$ cat src/rtl/fb_scanout_arbiter_if.sv
// Frame-buffer arbiter bus: scanout timing, writer handshake, RAM port, pixel output.
// The master modport is the arbiter's view; the slave modport is its environment.
interface fb_scanout_arbiter_if;
  logic        pix_en;
  logic [9:0]  h_count;
  logic [9:0]  v_count;
  logic        video_on;
  logic        wr_req;
  logic [15:0] wr_addr;
  logic [11:0] wr_data;
  logic        wr_ack;
  logic        mem_en;
  logic        mem_we;
  logic [15:0] mem_addr;
  logic [11:0] mem_wdata;
  logic [11:0] mem_rdata;
  logic [11:0] rgb;
  logic [15:0] stall_cnt;

  modport master (
    input  pix_en, h_count, v_count, video_on, wr_req, wr_addr, wr_data, mem_rdata,
    output wr_ack, mem_en, mem_we, mem_addr, mem_wdata, rgb, stall_cnt
  );

  modport slave (
    output pix_en, h_count, v_count, video_on, wr_req, wr_addr, wr_data, mem_rdata,
    input  wr_ack, mem_en, mem_we, mem_addr, mem_wdata, rgb, stall_cnt
  );
endinterface

$ cat src/rtl/fb_scanout_arbiter.sv
// Single-port 256x240 frame-buffer arbiter: 2x-scaled scanout reads pre-empt writer requests.
// Optional writer stall counter is built when FB_STALL_CNT_EN is defined.
module fb_scanout_arbiter #(
  parameter int unsigned H_OFFSET   = 64,
  parameter logic [11:0] BORDER_RGB = 12'h000,
  parameter int unsigned FB_DEPTH   = 61440
) (
  input logic                  clk,
  input logic                  rst,
  fb_scanout_arbiter_if.master bus
);

  typedef enum logic [1:0] {S_IDLE, S_RD, S_CAP, S_WR} state_t;

  state_t      state_q, state_d;
  logic [9:0]  h_rel;
  logic        win;
  logic        need_fetch;
  logic        wr_in_range;
  logic [15:0] rd_addr;
  logic        unused_ok;

  logic        mem_en_q, mem_en_d;
  logic        mem_we_q, mem_we_d;
  logic        wr_ack_q, wr_ack_d;
  logic [15:0] mem_addr_q, mem_addr_d;
  logic [11:0] mem_wdata_q, mem_wdata_d;
  logic [11:0] pix_buf_q;
  logic [11:0] rgb_q;
  logic        disp_q;
  logic        win_q;

  assign h_rel       = bus.h_count - 10'(H_OFFSET);
  assign win         = (32'(bus.h_count) >= H_OFFSET) && (32'(bus.h_count) < H_OFFSET + 32'd512);
  assign need_fetch  = bus.pix_en & bus.video_on & win & ~h_rel[0];
  assign rd_addr     = {bus.v_count[8:1], h_rel[8:1]};
  assign wr_in_range = 32'(bus.wr_addr) < FB_DEPTH;
  assign unused_ok   = ^{bus.v_count[9], bus.v_count[0], h_rel[9]};

  always_comb begin
    state_d     = state_q;
    mem_en_d    = 1'b0;
    mem_we_d    = 1'b0;
    wr_ack_d    = 1'b0;
    mem_addr_d  = mem_addr_q;
    mem_wdata_d = mem_wdata_q;
    unique case (state_q)
      S_IDLE: begin
        if (need_fetch) state_d = S_RD;
        else if (bus.wr_req && !wr_ack_q) state_d = S_WR;
      end
      S_RD:    state_d = S_CAP;
      S_CAP:   state_d = S_IDLE;
      S_WR:    state_d = need_fetch ? S_RD : S_IDLE;
      default: state_d = S_IDLE;
    endcase
    // RAM controls are registered, so they are derived from the state being entered
    if (state_d == S_RD) begin
      mem_en_d   = 1'b1;
      mem_addr_d = rd_addr;
    end else if (state_d == S_WR) begin
      mem_en_d    = wr_in_range;
      mem_we_d    = wr_in_range;
      mem_addr_d  = bus.wr_addr;
      mem_wdata_d = bus.wr_data;
      wr_ack_d    = 1'b1;
    end
  end

  always_ff @(posedge clk or posedge rst) begin
    if (rst) begin
      state_q     <= S_IDLE;
      mem_en_q    <= 1'b0;
      mem_we_q    <= 1'b0;
      wr_ack_q    <= 1'b0;
      mem_addr_q  <= '0;
      mem_wdata_q <= '0;
      pix_buf_q   <= '0;
      rgb_q       <= '0;
      disp_q      <= 1'b0;
      win_q       <= 1'b0;
    end else begin
      state_q     <= state_d;
      mem_en_q    <= mem_en_d;
      mem_we_q    <= mem_we_d;
      wr_ack_q    <= wr_ack_d;
      mem_addr_q  <= mem_addr_d;
      mem_wdata_q <= mem_wdata_d;
      if (state_q == S_CAP) pix_buf_q <= bus.mem_rdata;
      // rgb shows the previous pixel, so display flags are delayed by one strobe
      if (bus.pix_en) begin
        rgb_q  <= disp_q ? (win_q ? pix_buf_q : BORDER_RGB) : '0;
        disp_q <= bus.video_on;
        win_q  <= win;
      end
    end
  end

  assign bus.wr_ack    = wr_ack_q;
  assign bus.mem_en    = mem_en_q;
  assign bus.mem_we    = mem_we_q;
  assign bus.mem_addr  = mem_addr_q;
  assign bus.mem_wdata = mem_wdata_q;
  assign bus.rgb       = rgb_q;

`ifdef FB_STALL_CNT_EN
  logic [15:0] stall_q;

  always_ff @(posedge clk or posedge rst) begin
    if (rst) begin
      stall_q <= '0;
    end else if (bus.pix_en && bus.h_count == '0 && bus.v_count == '0) begin
      stall_q <= '0;
    end else if (bus.wr_req && !wr_ack_q && stall_q != '1) begin
      stall_q <= stall_q + 16'd1;
    end
  end

  assign bus.stall_cnt = stall_q;
`else
  assign bus.stall_cnt = '0;
`endif

endmodule
$ cat src/flat_wrapper.sv
// flat-port wrapper written by rule: the top's interface ports become plain ports
module fb_scanout_arbiter_flat 
#(
  parameter int unsigned H_OFFSET   = 64,
  parameter logic [11:0] BORDER_RGB = 12'h000,
  parameter int unsigned FB_DEPTH   = 61440
)
  (clk, rst, bus_pix_en, bus_h_count, bus_v_count, bus_video_on, bus_wr_req, bus_wr_addr, bus_wr_data, bus_mem_rdata, bus_wr_ack, bus_mem_en, bus_mem_we, bus_mem_addr, bus_mem_wdata, bus_rgb, bus_stall_cnt);
  fb_scanout_arbiter_if bus_i ();
  input logic clk;
  input logic rst;
  input wire logic [$bits(bus_i.pix_en)-1:0] bus_pix_en;
  input wire logic [$bits(bus_i.h_count)-1:0] bus_h_count;
  input wire logic [$bits(bus_i.v_count)-1:0] bus_v_count;
  input wire logic [$bits(bus_i.video_on)-1:0] bus_video_on;
  input wire logic [$bits(bus_i.wr_req)-1:0] bus_wr_req;
  input wire logic [$bits(bus_i.wr_addr)-1:0] bus_wr_addr;
  input wire logic [$bits(bus_i.wr_data)-1:0] bus_wr_data;
  input wire logic [$bits(bus_i.mem_rdata)-1:0] bus_mem_rdata;
  output wire logic [$bits(bus_i.wr_ack)-1:0] bus_wr_ack;
  output wire logic [$bits(bus_i.mem_en)-1:0] bus_mem_en;
  output wire logic [$bits(bus_i.mem_we)-1:0] bus_mem_we;
  output wire logic [$bits(bus_i.mem_addr)-1:0] bus_mem_addr;
  output wire logic [$bits(bus_i.mem_wdata)-1:0] bus_mem_wdata;
  output wire logic [$bits(bus_i.rgb)-1:0] bus_rgb;
  output wire logic [$bits(bus_i.stall_cnt)-1:0] bus_stall_cnt;
  assign bus_i.pix_en = bus_pix_en;
  assign bus_i.h_count = bus_h_count;
  assign bus_i.v_count = bus_v_count;
  assign bus_i.video_on = bus_video_on;
  assign bus_i.wr_req = bus_wr_req;
  assign bus_i.wr_addr = bus_wr_addr;
  assign bus_i.wr_data = bus_wr_data;
  assign bus_i.mem_rdata = bus_mem_rdata;
  assign bus_wr_ack = bus_i.wr_ack;
  assign bus_mem_en = bus_i.mem_en;
  assign bus_mem_we = bus_i.mem_we;
  assign bus_mem_addr = bus_i.mem_addr;
  assign bus_mem_wdata = bus_i.mem_wdata;
  assign bus_rgb = bus_i.rgb;
  assign bus_stall_cnt = bus_i.stall_cnt;
  fb_scanout_arbiter #(.H_OFFSET(H_OFFSET), .BORDER_RGB(BORDER_RGB), .FB_DEPTH(FB_DEPTH)) u_core (.clk(clk), .rst(rst), .bus(bus_i));
endmodule
$ cat config.mk
export PLATFORM = sky130hd
export DESIGN_NAME = fb_scanout_arbiter_flat
export DESIGN_NICKNAME = d
export VERILOG_FILES = /design/src/rtl/fb_scanout_arbiter_if.sv /design/src/rtl/fb_scanout_arbiter.sv /design/src/flat_wrapper.sv
export SDC_FILE = /design/constraint.sdc
export NUM_CORES = 1
export LEC_CHECK = 0
export ABC_CLOCK_PERIOD_IN_PS = 5400
export CAP_MARGIN = 20
export CORE_ASPECT_RATIO = 1.1
export CORE_MARGIN = 3
export CORE_UTILIZATION = 44
export CTS_CLUSTER_SIZE = 30
export DETAILED_ROUTE_END_ITERATION = 16
export GPL_TIMING_DRIVEN = 0
export PLACE_DENSITY = 0.86
export SLEW_MARGIN = 10
export SYNTH_ARGS = -nofsm -noshare
export SYNTH_HDL_FRONTEND = slang
export SYNTH_SLANG_ARGS = --single-unit
$ cat constraint.sdc
create_clock -name clk -period 5.4 [get_ports clk]
set_input_delay 1.35 -clock clk [delete_from_list [all_inputs] [get_ports clk]]
set_output_delay 1.35 -clock clk [all_outputs]
set_load 0.005 [all_outputs]
---- Word level (Yosys, flattened, before mapping) ----
Cells that the tools add are included.
storage, ports and cells
  register bits after elaboration ......... 59
  bits of input ports ..................... 65
  output and inout bits ................... 59
operators by class
  add/subtract/negate cells ............... 1
  order comparisons ....................... 3
  equal/unequal tests ..................... 5
  mux-type cells .......................... 13
  bitwise gates (word level) .............. 5
  reductions and logical operators ........ 6
operators with widths
  kind                                                                                   number
  16-bit two-way mux                                                                     2
  12-bit two-way mux                                                                     2
  16-bit < comparator (second input constant)                                            1
  10-bit by 7-bit greater-or-equal comparator with 1-bit output (second input constant)  1
  10-bit < comparator (second input constant)                                            1
  9-bit by 7-bit subtractor with 9-bit output (second input constant)                    1
  2-bit one-hot mux with 4 select lines                                                  1
  2-bit equality test (second input constant)                                            3
  1-bit two-way mux                                                                      6
  2-bit by 1-bit equality test with 1-bit output (second input constant)                 2
  2-bit two-way mux                                                                      2
  1-bit bitwise AND                                                                      3
  1-bit logical AND                                                                      2
  2-bit zero test                                                                        1
  1-bit inverter                                                                         2
  2-bit AND reduction                                                                    1
  2-bit nonzero test                                                                     1
  1-bit zero test                                                                        1

---- Longest topological paths before layout ----
Gate-level depths: netlist of run 1.
  depth after elaboration ................. 9
  mapped depth ............................ 8

---- Worst setup path before layout of run 1 ----
No wires, ideal clock.
  path type ............................... input port to flip-flop
  from .................................... input port bus_h_count[7]
  to ...................................... register u_core.mem_addr_q[10], in the netlist u_core.bus.mem_addr[10]
  library setup time ...................... 0.126 ns
  data arrival time ....................... 2.818 ns
  slack ................................... 2.456 ns
  stages .................................. 7
  path buffers ............................ 1
  path through ............................ inv_1 ha_1 nand2b_4 a2111oi_4 a21boi_2 buf_6 a221o_1
on the way
  cells in the longest elaborated chain, start to end .. 8
  elaborated cells between the ends (all ways) .. 12
  those cells by class .................... 2 x order compare; 2 x eq/ne; 4 x mux; 2 x bitwise; 2 x reduce/logical
RTL lines
  what                                                                                                  RTL line                                            source
  from (decl)                                                                                           flat_wrapper.sv:13                                  input wire logic [$bits(bus_i.h_count)-1:0] bus_h_count;
  10-bit by 7-bit greater-or-equal comparator with 1-bit output or 10-bit < comparator (tied branches)  fb_scanout_arbiter.sv:34                            assign win = (32'(bus.h_count) >= H_OFFSET) && (32'(bus.h_count) < H_OFFSET + 32'd512);
  1-bit logical AND (*)                                                                                 fb_scanout_arbiter.sv:34
  1-bit bitwise AND (*) (2 in series)                                                                   fb_scanout_arbiter.sv:35                            assign need_fetch = bus.pix_en & bus.video_on & win & ~h_rel[0];
  1-bit two-way mux or 2-bit two-way mux (tied branches)                                                fb_scanout_arbiter.sv:54, fb_scanout_arbiter.sv:49
  2-bit one-hot mux with 4 select lines (*)                                                             fb_scanout_arbiter.sv:47                            unique case (state_q)
  2-bit by 1-bit equality test with 1-bit output or 2-bit equality test (tied branches)                 fb_scanout_arbiter.sv:58, fb_scanout_arbiter.sv:61
  16-bit two-way mux or 2-bit nonzero test (tied branches)                                              -
  to (signal assigned)                                                                                  fb_scanout_arbiter.sv:87                            mem_addr_q <= mem_addr_d;
  to (decl)                                                                                             fb_scanout_arbiter.sv:26                            logic [15:0] mem_addr_q, mem_addr_d;
Every way passes the cells marked *; elsewhere a longest branch is shown, timed or not.
A chain may end at the register's enable or synchronous reset.

---- Worst setup path in the final report of run 1 ----
  from .................................... input port bus_h_count[6]
  to ...................................... register u_core.mem_addr_q[7], in the netlist u_core.bus.mem_addr[7]
on the way
  cells in the longest elaborated chain, start to end .. 8
  elaborated cells between the ends (all ways) .. 13
  those cells by class .................... 1 x add/sub; 2 x order compare; 2 x eq/ne; 4 x mux; 2 x bitwise; 2 x reduce/logical
RTL lines
  what                                                                                                  RTL line
  10-bit by 7-bit greater-or-equal comparator with 1-bit output or 10-bit < comparator (tied branches)  fb_scanout_arbiter.sv:34
  1-bit logical AND                                                                                     fb_scanout_arbiter.sv:34
  1-bit bitwise AND (2 in series)                                                                       fb_scanout_arbiter.sv:35
  1-bit two-way mux or 2-bit two-way mux (tied branches)                                                fb_scanout_arbiter.sv:54, fb_scanout_arbiter.sv:49
  2-bit one-hot mux with 4 select lines                                                                 fb_scanout_arbiter.sv:47
  2-bit by 1-bit equality test with 1-bit output or 2-bit equality test (tied branches)                 fb_scanout_arbiter.sv:58, fb_scanout_arbiter.sv:61
  16-bit two-way mux or 2-bit nonzero test (tied branches)                                              -
Several ways; a longest one is shown, not always the timed one.

==> run summary, run 1 <==
Outcome: complete, no violations
Post-route ant nets: 0
Die Footprint: 6840 um^2
CP max FO: 10
I/O pins: 124
Crit-path slowest cell: a2111oi_4
Vias per cell: 4.93
Design area: 4020 um^2
Hold Path Depth: 1
RR Endpoint: u_core.bus.mem_addr[7]
Fin crit share: 0.625
TritonCTS clock tree: done
Vias: 2,084
Yosys Warn Count: 0
Worst min-delay path startpoint: u_core.state_q[1]
Starting Density: 0.468
CP bufs+invs: 3
Fmax achieved: 0.297 GHz
P_leak: 1.83 nW
Final Power: 1.81 mW
CTS Root Cell: clkbuf_8
Commonest cells after routing, fill and taps aside: clkdlybuf4s50_1 (105), dfrtp_1 (59), mux2_2 (23), inv_1 (18)
Seq cells post-synth: 59
Syn Area/Cell: 12.2 um^2
CTS Buf Count: 9
ANT cells: 0
Commonest non-fill, non-tap cell in the layout: clkdlybuf4s50_1
Hold path endpoint: u_core.state_q[1]
Clk pin slew, worst setup/hold paths: 0.06 ns
Req. time, crit path: 5.60 ns
R2r startpoint: u_core.state_q[1]
Worst stage delay on the critical path: 0.61 ns
Worst skew pair latency: 0.32 ns
Row count: 28
Clock Tree Buf Depth: 2
Slew @ Worst Pin: 0.575 ns
PD cells: 451 nW/um^2
Routed WL: 6430 um
Core Util, Final: 0.727
Area Growth Syn to Fin: 55.4%
Overflow left after global routing: 0
Number of flops mapped to enable cells by yosys: 0
First-pass GRT wire length: 10,600 um
Largest net degree at the start of global routing: 36
Worst Slack Setup Final: 2.03 ns
Synth unique cells: 33
DRT iter0 DRCs: 102
Antenna violations before repair: 0
Critical path class: input port to flop
IO Port Bufs: 105
Final hold viol count: 0
Layout cell share with drive strength beyond 1: 0.187
Die Ht: 86.4 um
Syn Inst Count: 212
Vias in the first global route: 2,264
Part of the Yosys area used for sequential elements: 0.570
Crit path max-delay family: compound AO/OA/AOI/OAI gates
Worst Reg-to-Reg Cells: 5
Average wire per standard cell: 15.2 um
Core area: 5540 um^2
Setup violators final: 0
Detailed placement HPWL: 4990 um
Reg2Reg Setup Slack: 3.29 ns
Place WS: 1.69 ns
CTS Hold Buffers Added: 0
Chip Width: 79.1 um
Synthesized area: 2590 um^2
DRC Markers: 0
Top post-synthesis cells by area: dfrtp_1 (57%), mux2_2 (10%), a221o_1 (6.2%)
Tot GR Track Use: 0.203
Final GP Congestion: 0.762
Worst hold-check path type: flop to flop
H-Tree Depth: 3
FFs w/ async S/R, synth: 1.00
Critical Path End Type: flop
Drt pass-1 iters: 4
Post_cts resized: 0
Max_cap viols: 0
Fin nets: 411
Min Tclk post-route: 3.37 ns
Critical path launch point type: input port
DP Area: 3810 um^2
Total clock sinks: 59
Postcts setup bufs: 0
Worst path arrival time: 3.58 ns
Setup Skew: 0.00372 ns
Worst path cell trace: clkdlybuf4s50_1 > inv_1 > ha_1 > nand2b_4 > a2111oi_4 > clkbuf_1 > a21oi_1 > a221o_1
Largest area contributor in the netlist: dfrtp_1
Synth Flop Type: dfrtp_1
Max Slew Vio Count: 0
RSZ-0062 raised after global routing: no
Yosys top cell area share: 0.570
Maximum VDD drop: 0.000266 V
Setup TNS: 0 ns
Slew Limit Headroom: 0.617
[per-layer routing]
metal	GRT usage	up-vias	part of all wire
met5	0	-	0
met4	0.0688	0	0.014
met3	0.0686	7	0.079
met2	0.351	85	0.51
met1	0.236	1015	0.40
li1	-	977	-
[state kept, by name, summed over array words and instances, names as in the netlist]
register	flops
u_core.bus.mem_addr	16
u_core.bus.mem_wdata	12
u_core.bus.rgb	12
u_core.pix_buf_q	12
u_core.state_q	2
u_core.bus.mem_en	1
u_core.bus.mem_we	1
u_core.bus.wr_ack	1
u_core.disp_q	1
u_core.win_q	1
[cells in the mapped netlist (all sizes together), types with 2 or more instances]
cell type,number
nand2,14
o21ai,13
a211o,2
mux2,25
clkbuf,6
nor2b,2
and3,15
dfrtp,59
a21oi,4
inv,19
ha,2
buf,20
a221o,16
and2,2
[power breakdown]
part	internal (mW)	total [mW]	switching [mW]
Clock	0.261	0.417	0.156
Sequential	0.624	0.723	0.0987
Combinational	0.446	0.674	0.228
[stage by stage]
stage	instances	hold WS, ns
after floorplan	227	0.428
after global placement	407	0.445
after detailed placement	408	0.464
after CTS	423	0.472
after global routing	423	0.493
final	423	0.474
[layout make-up]
| class | instances | area, um^2 |
|---|---|---|
| plain buffers | 26 | 170 |
| clock buffers | 14 | 183 |
| clock inverters | 1 | 30.0 |
| fillers | 408 | 1510 |
| inverters | 19 | 71.3 |
| multi-input cells | 123 | 927 |
| flip-flops and latches | 59 | 1480 |
| well taps | 75 | 93.8 |
| repair buffers | 106 | 1070 |
[how the worst max path moves through the flow]
stage / start / end / slack, ns / depth (start not counted)
2_1_floorplan: bus_h_count[7] / u_core.bus.mem_addr[10] / 2.46 / 7
6_report: bus_h_count[6] / u_core.bus.mem_addr[7] / 2.03 / 8
4_1_cts: bus_h_count[6] / u_core.bus.mem_addr[7] / 2.05 / 8
3_5_place_dp: bus_h_count[6] / u_core.bus.mem_addr[3] / 1.69 / 8
5_1_grt: bus_h_count[6] / u_core.bus.mem_addr[7] / 1.93 / 8
3_3_place_gp: rst / u_core.bus.mem_addr[3] / 1.60 / 2
[cell families after synthesis]
group                      share of synthesized area
buffers and inverters                         0.0933
AOI/OAI and AO/OA                              0.121
xor gates and xnor gates                     0.00338
adders and majority gates                    0.00966
DFF                                            0.570
other                                        0.00145
and+or+nand+nor                               0.0923
muxes                                          0.109
No activity file was read; power rests on OpenSTA's default activity.
==> inputs of run 2 (changes only) <==
--- a/config.mk
+++ b/config.mk
@@ -5,15 +5,15 @@
 export SDC_FILE = /design/constraint.sdc
 export NUM_CORES = 1
 export LEC_CHECK = 0
-export ABC_CLOCK_PERIOD_IN_PS = 5400
+export ABC_CLOCK_PERIOD_IN_PS = 3400
 export CAP_MARGIN = 20
 export CORE_ASPECT_RATIO = 1.1
 export CORE_MARGIN = 3
-export CORE_UTILIZATION = 44
+export CORE_UTILIZATION = 41
 export CTS_CLUSTER_SIZE = 30
 export DETAILED_ROUTE_END_ITERATION = 16
 export GPL_TIMING_DRIVEN = 0
-export PLACE_DENSITY = 0.86
+export PLACE_DENSITY = 0.81
 export SLEW_MARGIN = 10
 export SYNTH_ARGS = -nofsm -noshare
 export SYNTH_HDL_FRONTEND = slang
==> constraint.sdc (replaced) <==
create_clock -name clk -period 3.4 [get_ports clk]
set_input_delay 0.85 -clock clk [delete_from_list [all_inputs] [get_ports clk]]
set_output_delay 0.85 -clock clk [all_outputs]
set_load 0.005 [all_outputs]
==> run summary, run 2 (synthesis gave the netlist of run 1 again) <==
CP bufs+invs: 3
Die Footprint: 7300 um^2
Starting Density: 0.435
H-Tree Depth: 3
Vias per cell: 4.87
Area Growth Syn to Fin: 54.8%
Max_cap viols: 0
Final Power: 2.83 mW
IO Port Bufs: 105
Crit path depth: 8
CTS Hold Buffers Added: 0
Average wire per standard cell: 14.9 um
RR Endpoint: u_core.bus.mem_addr[6]
CTS Root Cell: clkbuf_8
Req. time, crit path: 3.60 ns
Die Ht: 89.3 um
Row count: 29
Hold Path Depth: 1
Critical path launch point type: input port
Place WS: 0.187 ns
Slew @ Worst Pin: 0.572 ns
DRC Markers: 0
RSZ-0062 raised after global routing: no
Outcome: complete, no violations
Maximum VDD drop: 0.000349 V
Worst path arrival time: 3.07 ns
Post-route ant nets: 0
Fmax achieved: 0.349 GHz
Core area: 5950 um^2
Antenna violations before repair: 0
Worst skew pair latency: 0.32 ns
Crit-path slowest cell: a2111oi_4
Largest register FFs: 16
ANT cells: 0
Post_cts resized: 0
Final GP Congestion: 0.715
Fin crit share: 0.844
R2r startpoint: u_core.state_q[1]
Slew Limit Headroom: 0.619
Worst hold-check path type: flop to flop
Vias in the first global route: 2,057
Commonest cells after routing, fill and taps aside: clkdlybuf4s50_1 (105), dfrtp_1 (59), mux2_2 (23), inv_1 (18)
Layout cell share with drive strength beyond 1: 0.189
Min Tclk post-route: 2.87 ns
DRT iter0 DRCs: 89
PD cells: 705 nW/um^2
Overflow left after global routing: 0
Setup violators final: 0
Drt pass-1 iters: 4
Crit path max-delay family: compound AO/OA/AOI/OAI gates
Worst Reg-to-Reg Cells: 5
CP max FO: 10
Worst stage delay on the critical path: 0.59 ns
I/O pins: 124
Routed WL: 6370 um
P_leak: 1.82 nW
Hold path endpoint: u_core.state_q[1]
Vias: 2,074
Detailed placement HPWL: 4820 um
Chip Width: 81.8 um
Largest net degree at the start of global routing: 40
Worst min-delay path startpoint: u_core.state_q[1]
Critical path class: input port to flop
Worst Slack Setup Final: 0.531 ns
Clk pin slew, worst setup/hold paths: 0.06 ns
Commonest non-fill, non-tap cell in the layout: clkdlybuf4s50_1
Clock Tree Buf Depth: 2
CTS Buf Count: 9
Setup TNS: 0 ns
Postcts setup bufs: 0
First-pass GRT wire length: 10,100 um
TritonCTS clock tree: done
Worst path cell trace: clkdlybuf4s50_1 > inv_1 > ha_1 > nand2b_4 > a2111oi_4 > a21boi_2 > buf_6 > a221o_1
Fin nets: 411
Total clock sinks: 59
Min Hold Slack: 0.479 ns
Setup Skew: 0.00701 ns
Max Slew Vio Count: 0
Critical Path End Type: flop
Tot GR Track Use: 0.184
Reg2Reg Setup Slack: 1.32 ns
Final hold viol count: 0
==> run 2: changes by cell type in the layout (fill, tap and decap cells not counted) <==
cell        change
clkinvlp_4      +1
clkbuf_8        -3
clkinv_2        +3
==> run 2: metrics by stage <==
step | utilization | instance area (um^2) | instances
2_1_floorplan | - | 2650 | 227
3_3_place_gp | 0.637 | 3790 | 409
3_5_place_dp | 0.641 | 3810 | 410
4_1_cts | 0.673 | 4010 | 426
5_1_grt | 0.673 | 4010 | 426
6_report | 0.673 | 4010 | 426
==> run 2: worst max path at each step <==
stage	from	end	slack [ns]
2_1_floorplan	bus_h_count[7]	u_core.bus.mem_addr[10]	0.96
3_3_place_gp	rst	u_core.bus.mem_addr[10]	0.09
3_5_place_dp	bus_h_count[6]	u_core.bus.mem_addr[10]	0.19
4_1_cts	bus_h_count[6]	u_core.bus.mem_addr[6]	0.53
5_1_grt	bus_h_count[6]	u_core.bus.mem_addr[7]	0.38
6_report	bus_h_count[6]	u_core.bus.mem_addr[6]	0.53
==> run 2: power by group <==
part	internal [mW]	switching, mW	total [mW]
Combinational	0.709	0.361	1.07
Sequential	0.990	0.150	1.14
Clock	0.355	0.261	0.616
==> run 2: routing by layer <==
layer	global-route usage	up-vias	part of all wire
li1	-	981	-
met1	0.223	983	0.39
met2	0.308	102	0.49
met3	0.0524	8	0.10
met4	0.0725	0	0.014
met5	0	-	0
==> run 2: cell type report <==
class                   instances  area [um^2]
well taps                      77         96.3
repair buffers                106         1070
clock buffers                  11          141
plain buffers                  26          170
clock inverters                 5         52.6
multi-input cells             123          927
flip-flops and latches         59         1480
fillers                       462         1940
inverters                      19         71.3
